**config.mk**
```make
export PLATFORM = sky130hd
export DESIGN_NAME = bank_scheduler
export DESIGN_NICKNAME = d
export VERILOG_FILES = /design/src/rtl/sigbuffer_pkg.sv /design/src/rtl/bank_fifo.sv /design/src/rtl/bank_scheduler.sv
export SDC_FILE = /design/constraint.sdc
export NUM_CORES = 1
export LEC_CHECK = 0
export ABC_AREA = 1
export BUFFER_PORTS_ARGS = -buffer_cell sky130_fd_sc_hd__buf_2
export CORE_MARGIN = 8
export CORE_UTILIZATION = 50
export CTS_BUF_LIST = sky130_fd_sc_hd__clkbuf_2 sky130_fd_sc_hd__clkbuf_4 sky130_fd_sc_hd__clkbuf_8
export DETAILED_ROUTE_END_ITERATION = 8
export PLACE_DENSITY = 0.76
export RECOVER_POWER = 50
export SLEW_MARGIN = 15
export SYNTH_ARGS = -nofsm -noshare
export SYNTH_HDL_FRONTEND = slang
export SYNTH_HIERARCHICAL = 1
export SYNTH_SLANG_ARGS = --single-unit
```
**constraint.sdc**
```tcl
create_clock -name vis_clk -period 1.9 [get_ports vis_clk]
set_clock_uncertainty 0.15 [all_clocks]
set_input_delay 0.285 -clock vis_clk [delete_from_list [all_inputs] [get_ports vis_clk]]
set_output_delay 0.285 -clock vis_clk [all_outputs]
set_load 0.02 [all_outputs]
```
**src/rtl/sigbuffer_pkg.sv**
```systemverilog
// rtl/sigbuffer_pkg.sv - shared types for the signal-buffer bank scheduler
package sigbuffer_pkg;

  // Scheduler states: waiting, one-cycle start strobe, read in progress
  typedef enum logic [1:0] {
    IDLE = 2'd0,
    ARM  = 2'd1,
    RUN  = 2'd2
  } sched_state_e;

  localparam int DEFAULT_BANKS = 2;
  localparam int DEFAULT_BBITS = $clog2(DEFAULT_BANKS);

  // Bank index at the default bank count
  typedef logic [DEFAULT_BBITS-1:0] bank_idx_t;

  // Saturating 16-bit increment used by the optional statistics counters
  function automatic logic [15:0] sat_inc16(input logic [15:0] v);
    return (v == 16'hFFFF) ? v : v + 16'd1;
  endfunction

endpackage

```
**src/rtl/bank_fifo.sv**
```systemverilog
// rtl/bank_fifo.sv - ring-buffer queue of filled bank indices, oldest first
module bank_fifo #(
  parameter  int DEPTH = 2,
  parameter  int WIDTH = 1,
  localparam int PBITS = $clog2(DEPTH)
) (
  input  logic             clk,
  input  logic             rst,
  input  logic             push_i,
  input  logic [WIDTH-1:0] push_data_i,
  input  logic             pop_i,
  output logic [WIDTH-1:0] head_o,
  output logic [PBITS:0]   count_o
);

  logic [WIDTH-1:0] mem_q [DEPTH];
  logic [WIDTH-1:0] mem_d [DEPTH];
  logic [PBITS-1:0] wr_ptr_q, wr_ptr_d;
  logic [PBITS-1:0] rd_ptr_q, rd_ptr_d;
  logic [PBITS:0]   count_q, count_d;
  logic             pop_ok;
  logic             push_ok;

  // Next-state for storage, pointers and occupancy; pointers wrap naturally
  // because DEPTH is a power of two
  always_comb begin
    mem_d    = mem_q;
    wr_ptr_d = wr_ptr_q;
    rd_ptr_d = rd_ptr_q;
    count_d  = count_q;
    pop_ok   = pop_i && (count_q != '0);
    push_ok  = push_i && ((count_q != (PBITS+1)'(DEPTH)) || pop_ok);
    if (push_ok) begin
      mem_d[wr_ptr_q] = push_data_i;
      wr_ptr_d        = wr_ptr_q + PBITS'(1);
    end
    if (pop_ok) begin
      rd_ptr_d = rd_ptr_q + PBITS'(1);
    end
    case ({push_ok, pop_ok})
      2'b10:   count_d = count_q + (PBITS+1)'(1);
      2'b01:   count_d = count_q - (PBITS+1)'(1);
      default: count_d = count_q;
    endcase
  end

  // Queue state registers
  always_ff @(posedge clk or posedge rst) begin
    if (rst) begin
      mem_q    <= '{default: '0};
      wr_ptr_q <= '0;
      rd_ptr_q <= '0;
      count_q  <= '0;
    end else begin
      mem_q    <= mem_d;
      wr_ptr_q <= wr_ptr_d;
      rd_ptr_q <= rd_ptr_d;
      count_q  <= count_d;
    end
  end

  assign head_o  = mem_q[rd_ptr_q];
  assign count_o = count_q;

endmodule

```
**src/rtl/bank_scheduler.sv**
```systemverilog
// rtl/bank_scheduler.sv - schedules reads of filled signal-buffer banks; optional BANK_SCHEDULER_STATS_EN counters
module bank_scheduler
  import sigbuffer_pkg::*;
#(
  parameter  int BANKS = DEFAULT_BANKS,
  localparam int BBITS = $clog2(BANKS)
) (
  input  logic             vis_clk,
  input  logic             vis_rst,
  input  logic             enable_i,
  input  logic             fill_i,
  input  logic [BBITS-1:0] fill_bank_i,
  input  logic             done_i,
  input  logic             clear_i,
  output logic             start_o,
  output logic [BBITS-1:0] rbank_o,
  output logic             busy_o,
  output logic [BBITS:0]   pending_o,
  output logic             overflow_o
`ifdef BANK_SCHEDULER_STATS_EN
  ,
  output logic [15:0]      served_o,
  output logic [15:0]      dropped_o
`endif
);

  sched_state_e     state_q, state_d;
  logic             start_q, start_d;
  logic             busy_q, busy_d;
  logic [BBITS-1:0] rbank_q, rbank_d;
  logic             done_q, done_d;
  logic             overflow_q, overflow_d;

  logic             pop;
  logic             push;
  logic             fill_drop;
  logic             fill_hit;
  logic             ovf_evt;
  logic [BBITS-1:0] head;
  logic [BBITS:0]   count;

  bank_fifo #(
    .DEPTH (BANKS),
    .WIDTH (BBITS)
  ) u_fifo (
    .clk         (vis_clk),
    .rst         (vis_rst),
    .push_i      (push),
    .push_data_i (fill_bank_i),
    .pop_i       (pop),
    .head_o      (head),
    .count_o     (count)
  );

  // Fill handling: drop when full with no same-cycle pop, flag writer/reader collisions
  always_comb begin
    fill_drop = fill_i && (count == (BBITS+1)'(BANKS)) && !pop;
    fill_hit  = fill_i && busy_q && (fill_bank_i == rbank_q);
    push      = fill_i && !fill_drop;
    ovf_evt   = fill_drop || fill_hit;
    if (ovf_evt) begin
      overflow_d = 1'b1;
    end else if (clear_i) begin
      overflow_d = 1'b0;
    end else begin
      overflow_d = overflow_q;
    end
  end

  // Scheduler next-state; done is registered so the next start lands two
  // cycles after the reader's done pulse, and done outside RUN is discarded
  always_comb begin
    state_d = state_q;
    start_d = 1'b0;
    busy_d  = busy_q;
    rbank_d = rbank_q;
    pop     = 1'b0;
    done_d  = done_i && (state_q == RUN);
    case (state_q)
      IDLE: begin
        if (enable_i && (count != '0)) begin
          pop     = 1'b1;
          rbank_d = head;
          start_d = 1'b1;
          busy_d  = 1'b1;
          state_d = ARM;
        end
      end
      ARM: begin
        state_d = RUN;
      end
      RUN: begin
        if (done_q) begin
          if (enable_i && (count != '0)) begin
            pop     = 1'b1;
            rbank_d = head;
            start_d = 1'b1;
            state_d = ARM;
          end else begin
            busy_d  = 1'b0;
            state_d = IDLE;
          end
        end
      end
      default: begin
        busy_d  = 1'b0;
        state_d = IDLE;
      end
    endcase
  end

  // Scheduler state and registered outputs
  always_ff @(posedge vis_clk or posedge vis_rst) begin
    if (vis_rst) begin
      state_q    <= IDLE;
      start_q    <= 1'b0;
      busy_q     <= 1'b0;
      rbank_q    <= '0;
      done_q     <= 1'b0;
      overflow_q <= 1'b0;
    end else begin
      state_q    <= state_d;
      start_q    <= start_d;
      busy_q     <= busy_d;
      rbank_q    <= rbank_d;
      done_q     <= done_d;
      overflow_q <= overflow_d;
    end
  end

  assign start_o    = start_q;
  assign rbank_o    = rbank_q;
  assign busy_o     = busy_q;
  assign pending_o  = count;
  assign overflow_o = overflow_q;

`ifdef BANK_SCHEDULER_STATS_EN
  logic [15:0] served_q, served_d;
  logic [15:0] dropped_q, dropped_d;

  // Saturating transaction and lost/collided-fill counters
  always_comb begin
    served_d  = served_q;
    dropped_d = dropped_q;
    if (clear_i) begin
      served_d  = '0;
      dropped_d = '0;
    end else begin
      if (start_q) served_d  = sat_inc16(served_q);
      if (ovf_evt) dropped_d = sat_inc16(dropped_q);
    end
  end

  // Statistics registers
  always_ff @(posedge vis_clk or posedge vis_rst) begin
    if (vis_rst) begin
      served_q  <= '0;
      dropped_q <= '0;
    end else begin
      served_q  <= served_d;
      dropped_q <= dropped_d;
    end
  end

  assign served_o  = served_q;
  assign dropped_o = dropped_q;
`endif

endmodule

```
Word-level counts from Yosys, hierarchy flattened
Index checks and enable logic that the tools add are counted.
{"block": "word_totals", "regBits": 13, "inputBits": 7, "out_inout_bits": 6, "elab_cells": 76}
{"block": "classes", "add_sub_neg": 4, "order_cmp": 3, "eq_ne": 10, "muxes": 23, "bitwise": 3, "n_reduce_logical": 22}
{"cell": "$mux 1", "n": 14}
{"cell": "$logic_and 1x1->1", "n": 10}
{"cell": "$ne 2x2->1 const B", "n": 4}
{"cell": "$reduce_bool 2->1", "n": 4}
{"cell": "$eq 2x2->1 const B", "n": 3}
{"cell": "$pmux 2 s3", "n": 1}
{"cell": "$eq 2x1->1 const B", "n": 2}
{"cell": "$ge 2x2->1 const B", "n": 2}
{"cell": "$mux 2", "n": 2}
{"cell": "$not 1->2", "n": 2}
{"cell": "$pmux 1 s2", "n": 2}
{"cell": "$pmux 2 s2", "n": 1}
{"cell": "$reduce_and 2->1", "n": 2}
{"cell": "$reduce_and 4->1", "n": 1}
{"cell": "$pmux 1 s3", "n": 1}
{"cell": "$add 1x1->1 const B", "n": 2}
{"cell": "$add 2x1->2 const B", "n": 1}
{"cell": "$bwmux 2", "n": 1}
{"cell": "$logic_not 1->1", "n": 2}
{"cell": "$logic_not 2->1", "n": 1}
{"cell": "$logic_or 1x1->1", "n": 2}
{"cell": "$lt 2x1->1 const B", "n": 1}
{"cell": "$sub 2x1->2 const B", "n": 1}
{"cell": "$demux 1 s1", "n": 1}
{"cell": "2 further kinds", "n": 2}

Depth between registers and ports, before layout
{"block": "logic_depth", "ltp_word": 12, "depth_mapped": 12, "ltp_nobuf": 12}

Cells and area by module
Netlist, hierarchy kept.
{"module": "bank_scheduler", "n_inst": 1, "cells_per_inst": 51, "area_each_um2": 382.9, "seq_area_each_um2": 175.2}
{"module": "bank_fifo", "n_inst": 1, "cells_per_inst": 36, "area_each_um2": 315.3, "seq_area_each_um2": 150.1}

Worst setup path before layout
No wires, ideal clock.
{"block": "synth_path", "path_kind": "reg-to-reg", "startpoint": "register u_fifo.count_q[0] (netlist: u_fifo/count_o[0])", "endpoint": "register u_fifo.count_q[1] (netlist: u_fifo/count_o[1])", "setup_time_ps": 118, "arrival_time_ps": 1726, "required_ps": 1632, "setup_slack_ps": -94, "stages_incl_launch_ff": 11, "n_path_buf": 0, "synth_period_minus_slack_ps": 1994, "path_cell_list": "dfrtp_1 -> nor2_1 -> nor2_4 -> nand2_2 -> a21oi_1 -> nand2_1 -> ha_1 -> inv_1 -> nand3_2 -> nand2_1 -> nand2_1"}
{"block": "synth_via", "elab_chain_cells": 12, "elab_cells_between_ends": 21, "cone_classes": "add/sub: 2; eq/ne: 4; mux: 4; reduce/logical: 11"}
{"element": "start, declared", "line_no": "bank_fifo.sv:20", "rtl": "logic [PBITS:0] count_q, count_d;"}
{"element": "start signal, assigned", "line_no": "bank_fifo.sv:58", "rtl": "count_q <= count_d;"}
{"element": "$reduce_bool 2->1", "line_no": "bank_scheduler.sv:81, bank_scheduler.sv:94"}
{"element": "$logic_and 1x1->1", "line_no": "bank_scheduler.sv:81, bank_scheduler.sv:94"}
{"element": "$mux 1", "line_no": "bank_scheduler.sv:81, bank_scheduler.sv:94"}
{"element": "$mux 1", "line_no": "bank_scheduler.sv:93", "rtl": "if (done_q) begin"}
{"element": "$pmux 1 s2", "line_no": "bank_scheduler.sv:79", "rtl": "case (state_q)"}
{"element": "$logic_not 1->1", "line_no": "bank_scheduler.sv:57", "rtl": "fill_drop = fill_i && (count == (BBITS+1)'(BANKS)) && !pop;"}
{"element": "$logic_and 1x1->1 *", "line_no": "bank_scheduler.sv:57"}
{"element": "$logic_not 1->1 *", "line_no": "bank_scheduler.sv:59", "rtl": "push = fill_i && !fill_drop;"}
{"element": "$logic_and 1x1->1 *", "line_no": "bank_scheduler.sv:59"}
{"element": "via push", "line_no": "bank_scheduler.sv:35", "rtl": "logic push;"}
{"element": "$logic_and 1x1->1 *", "line_no": "bank_fifo.sv:32", "rtl": "push_ok = push_i && ((count_q != (PBITS+1)'(DEPTH)) || pop_ok);"}
{"element": "$eq 2x1->1 or $eq 2x2->1 (tied branches)", "line_no": "bank_fifo.sv:40", "rtl": "case ({push_ok, pop_ok})"}
{"element": "$pmux 2 s2 or $reduce_bool 2->1 (tied branches)"}
Mark *: on every way through the listed nets, which the timed path passes. The rest lies on a longest branch.
A chain may end at the register's enable or synchronous reset.

Final worst setup path
{"block": "layout_path", "startpoint": "register state_q[0]", "endpoint": "register u_fifo.count_q[1] (netlist: u_fifo/count_o[1])"}
{"block": "layout_via", "elab_chain_cells": 9, "elab_cells_between_ends": 14, "cone_classes": "eq/ne: 3; mux: 2; reduce/logical: 9"}
{"element": "start, declared", "line_no": "bank_scheduler.sv:27", "rtl": "sched_state_e state_q, state_d;"}
{"element": "start signal, assigned", "line_no": "bank_scheduler.sv:122", "rtl": "state_q <= state_d;"}
{"element": "$eq 2x2->1 or $logic_not 2->1 (tied branches)", "line_no": "bank_scheduler.sv:79"}
{"element": "$pmux 1 s2 *", "line_no": "bank_scheduler.sv:79"}
{"element": "via pop", "line_no": "bank_scheduler.sv:34", "rtl": "logic pop;"}
{"element": "$logic_not 1->1", "line_no": "bank_scheduler.sv:57"}
{"element": "$logic_and 1x1->1", "line_no": "bank_scheduler.sv:57"}
{"element": "$logic_not 1->1", "line_no": "bank_scheduler.sv:59"}
{"element": "$logic_and 1x1->1", "line_no": "bank_scheduler.sv:59"}
{"element": "$logic_and 1x1->1", "line_no": "bank_fifo.sv:32"}
{"element": "$eq 2x1->1 or $eq 2x2->1 (tied branches)", "line_no": "bank_fifo.sv:40"}
{"element": "$pmux 2 s2 or $reduce_bool 2->1 (tied branches)"}
Marked as above.

==> results by group <==
Worst hold path
  • Worst hold path class: in2reg
  • Hold path start: done_i
  • Hold path cells: 2
  • Worst Hold End: done_q

Timing
  • Slew margin rel.: 0.797
  • Setup violations, final: 0
  • Worst-margin pin slew: 302 ps
  • Fin. Hold Viols: 0
  • RSZ-0062 raised after global routing: no
  • Slew Limit Fails: 0
  • Setup TNS: 0 ps
  • Worst Hold Slack: between 100 and 150 ps
  • Fmax: roughly 560 MHz
  • Min Clock Period, post-route: ~1800 ps
  • Fin crit share: 0.939

Drt
  • Vias per inst: 4.91
  • DRT Wirelength: roughly 1400 µm
  • DR iter-0 viols: 11
  • Drt drc: 0
  • 1st-pass router iterations: 4
  • Vias: between 600 and 700
  • Post-route antenna net violation count: 0
  • Wire length per cell: 11.4 µm

Run
  • Max-cap violations: 0

Placed design
  • GP Congestion: approximately 0.73
  • DPL Wire Length: approximately 1100 µm
  • Post-DP Area: between 800 and 900 µm²
  • Placed insts: 117
  • PortBufs: 12

Clocking
  • H-tree depth: 1
  • Clock sinks: 13
  • CTS max path bufs: 2
  • Latest clock arrival within the worst-skew pair: between 200 and 300 ps
  • Root Driver: clkbuf_4
  • Clk slew on worst S/H paths: approximately 80 ps
  • CTS tree: done
  • Clock buffer count from CTS: 3

Cells and area
  • Multi-input gate area: ~310 µm²
  • Final Instance Area: 865 µm²
  • Layout cells sized above 1: 0.315
  • Nets: about 120
  • Seq. cell area: ~330 µm²
  • Post-Layout Cell Count: ~120
  • N_diodes: 0
  • Area growth syn-to-layout: 23.8%
  • Filler cell count in the final layout: ~120

Critical path
  • Crit path launch type: flip-flop
  • RR Endpoint: u_fifo/count_o[1]
  • CP endpoint kind: flip-flop
  • Critical path type: reg2reg
  • Register-to-Register Setup Slack: between 100 and 150 ps
  • R2r worst-path depth: 10
  • CP required: ~1900 ps
  • Crit Path Max Fanout: 5
  • Worst EP arrival: between 1500 and 2000 ps
  • Worst R2R Start: state_q[0]

Power
  • Leakage: 0.485 nW
  • Power per cell area: between 1500 and 2000 mW/mm²
  • VDD IR max: about 0.89 mV

Global route
  • Global-route wire length before repair: about 2300 µm
  • All-Layer GR Usage: 0.110
  • Antenna violations before repair: 0
  • Vias in the first global route: between 500 and 600
  • Largest net degree at the start of global routing: 8
  • Grt total ovfl: 0

Floorplanning
  • Core Area: ~0.0013 mm²
  • Number of cell rows: 13
  • Die area: 0.00285 mm²
  • Die Span X: roughly 53 µm
  • Initial Utilization: 0.537
  • Num ports: 13
  • Die H: roughly 53 µm

Synthesis
  • Synthesized instance count: 87
  • Ranking of synthesized cells by area: dfrtp_1 47%, nand2_1 13%, inv_1 10%
  • Yosys top cell by area: dfrtp_1
  • Post-synth top area share: 0.466
  • Synth cell types: 21
  • Post-Syn Area: around 700 µm²
  • Post-Syn Nets: 95
  • Synth warnings: 6
  • Synthesized area per cell: ~8 µm²
  • Sequential fraction of the synthesis area: 0.466
  • Seq cells post-synth: 13

Status
  • Status: complete, no violations
cell usage in the layout, fill, tap and decap left out, types with 2 or more instances in the layout:
cell type / instances
nand2_1: 24
inv_1: 18
dfrtp_1: 11
buf_2: 11
clkbuf_4: 5
nand2_2: 4
nor2_1: 3
nand3_1: 3
buf_4: 3
nand4_1: 3
a21oi_2: 2
inv_2: 2
nor2_4: 2
nand3_2: 2
xnor2_1: 2
dfrtp_2: 2
per-layer routing:
metal  vias to the layer above  wire (µm)  global-route usage
met2                        24        671               0.170
met4                         0         36              0.0882
met5                         -          0                   0
met3                         2         97              0.0224
met1                       273        599               0.127
li1                        305          -                   -
Yosys cell counts:
cell,n
nand2_1,24
inv_1,19
dfrtp_1,13
nand2_2,4
nand3_1,3
nand4_1,3
nor2_1,3
a21oi_1,2
nand3_2,2
nor2_4,2
xnor2_1,2
a21oi_2,1
and3_1,1
ha_1,1
inv_2,1
mux2_1,1
nand3b_1,1
nor3_1,1
o21ai_0,1
o21ai_1,1
or2_1,1
where the power goes:
| part | total, W | internal, W | switching (W) |
|---|---|---|---|
| Sequential | 0.000505 | 0.000411 | 0.0000940 |
| Combinational | 0.000766 | 0.000311 | 0.000455 |
| Clock | 0.000180 | 0.0000953 | 0.0000849 |
stage by stage:
| stage | utilization | power [W] | setup WS, ps |
|---|---|---|---|
| floorplan | - | 0.00102 | 20.0 |
| global placement | 0.616 | 0.00120 | 103 |
| detailed placement | 0.616 | 0.00123 | 47.2 |
| CTS | 0.647 | 0.00142 | 28.1 |
| global route | 0.664 | 0.00158 | 13.8 |
| finish | 0.664 | 0.00145 | 115 |
kinds of logic (layout without fill, tap and decap cells):
family	Yosys count	count (layout)	share of synthesized area
AND/OR/NAND/NOR	45	45	0.326
buffers and inverters	20	41	0.108
flip-flops	13	13	0.466
AO/OA/AOI/OAI	5	5	0.0412
XOR/XNOR	2	2	0.0251
adder cells (fa/ha/maj)	1	1	0.0179
multiplexers	1	1	0.0161
critical path, stage by stage (launching register included):
cell     delay, ps
dfrtp_1        430
inv_2           90
nand2_2         70
nor2_4         140
inv_1           70
nand3_2        120
nand2_2         90
ha_4           160
or2_1          230
nand4_1         70
nand2_1         60
repair_timing:
| item | CTS | global route |
|---|---|---|
| setup buffers | 0 | 1 |
| endpoints found under the setup margin | 0 | 1 |
| hold endpoints to repair | 13 | 0 |
| gates resized for setup | 0 | 4 |
| hold buffers | 1 | 0 |
cell type report:
cell class,instances,area share
well taps,15,0.0217
inverters,20,0.0868
flip-flops and latches,13,0.379
clock buffers,4,0.0347
multi-input cells,54,0.363
repair buffers,17,0.114
registers in the layout, indices dropped and copies added, names as in the netlist:
| register | cells |
|---|---|
| busy_o | 1 |
| done_q | 1 |
| overflow_o | 1 |
| rbank_o | 1 |
| start_o | 1 |
| state_q | 2 |
| u_fifo/count_o | 2 |
| u_fifo/mem_q | 2 |
| u_fifo/rd_ptr_q | 1 |
| u_fifo/wr_ptr_q | 1 |
how the worst max path moves through the flow:
stage,startpoint,to,slack [ps],depth (start not counted)
CTS,state_q[0],u_fifo/count_o[1],30,11
detailed placement,state_q[0],u_fifo/count_o[1],50,11
floorplan,u_fifo/count_o[0],u_fifo/count_o[1],20,10
finish,state_q[0],u_fifo/count_o[1],120,10
global route,state_q[0],u_fifo/count_o[1],10,11
global placement,state_q[1],u_fifo/count_o[1],100,9
No activity file was read; power rests on OpenSTA's default activity.
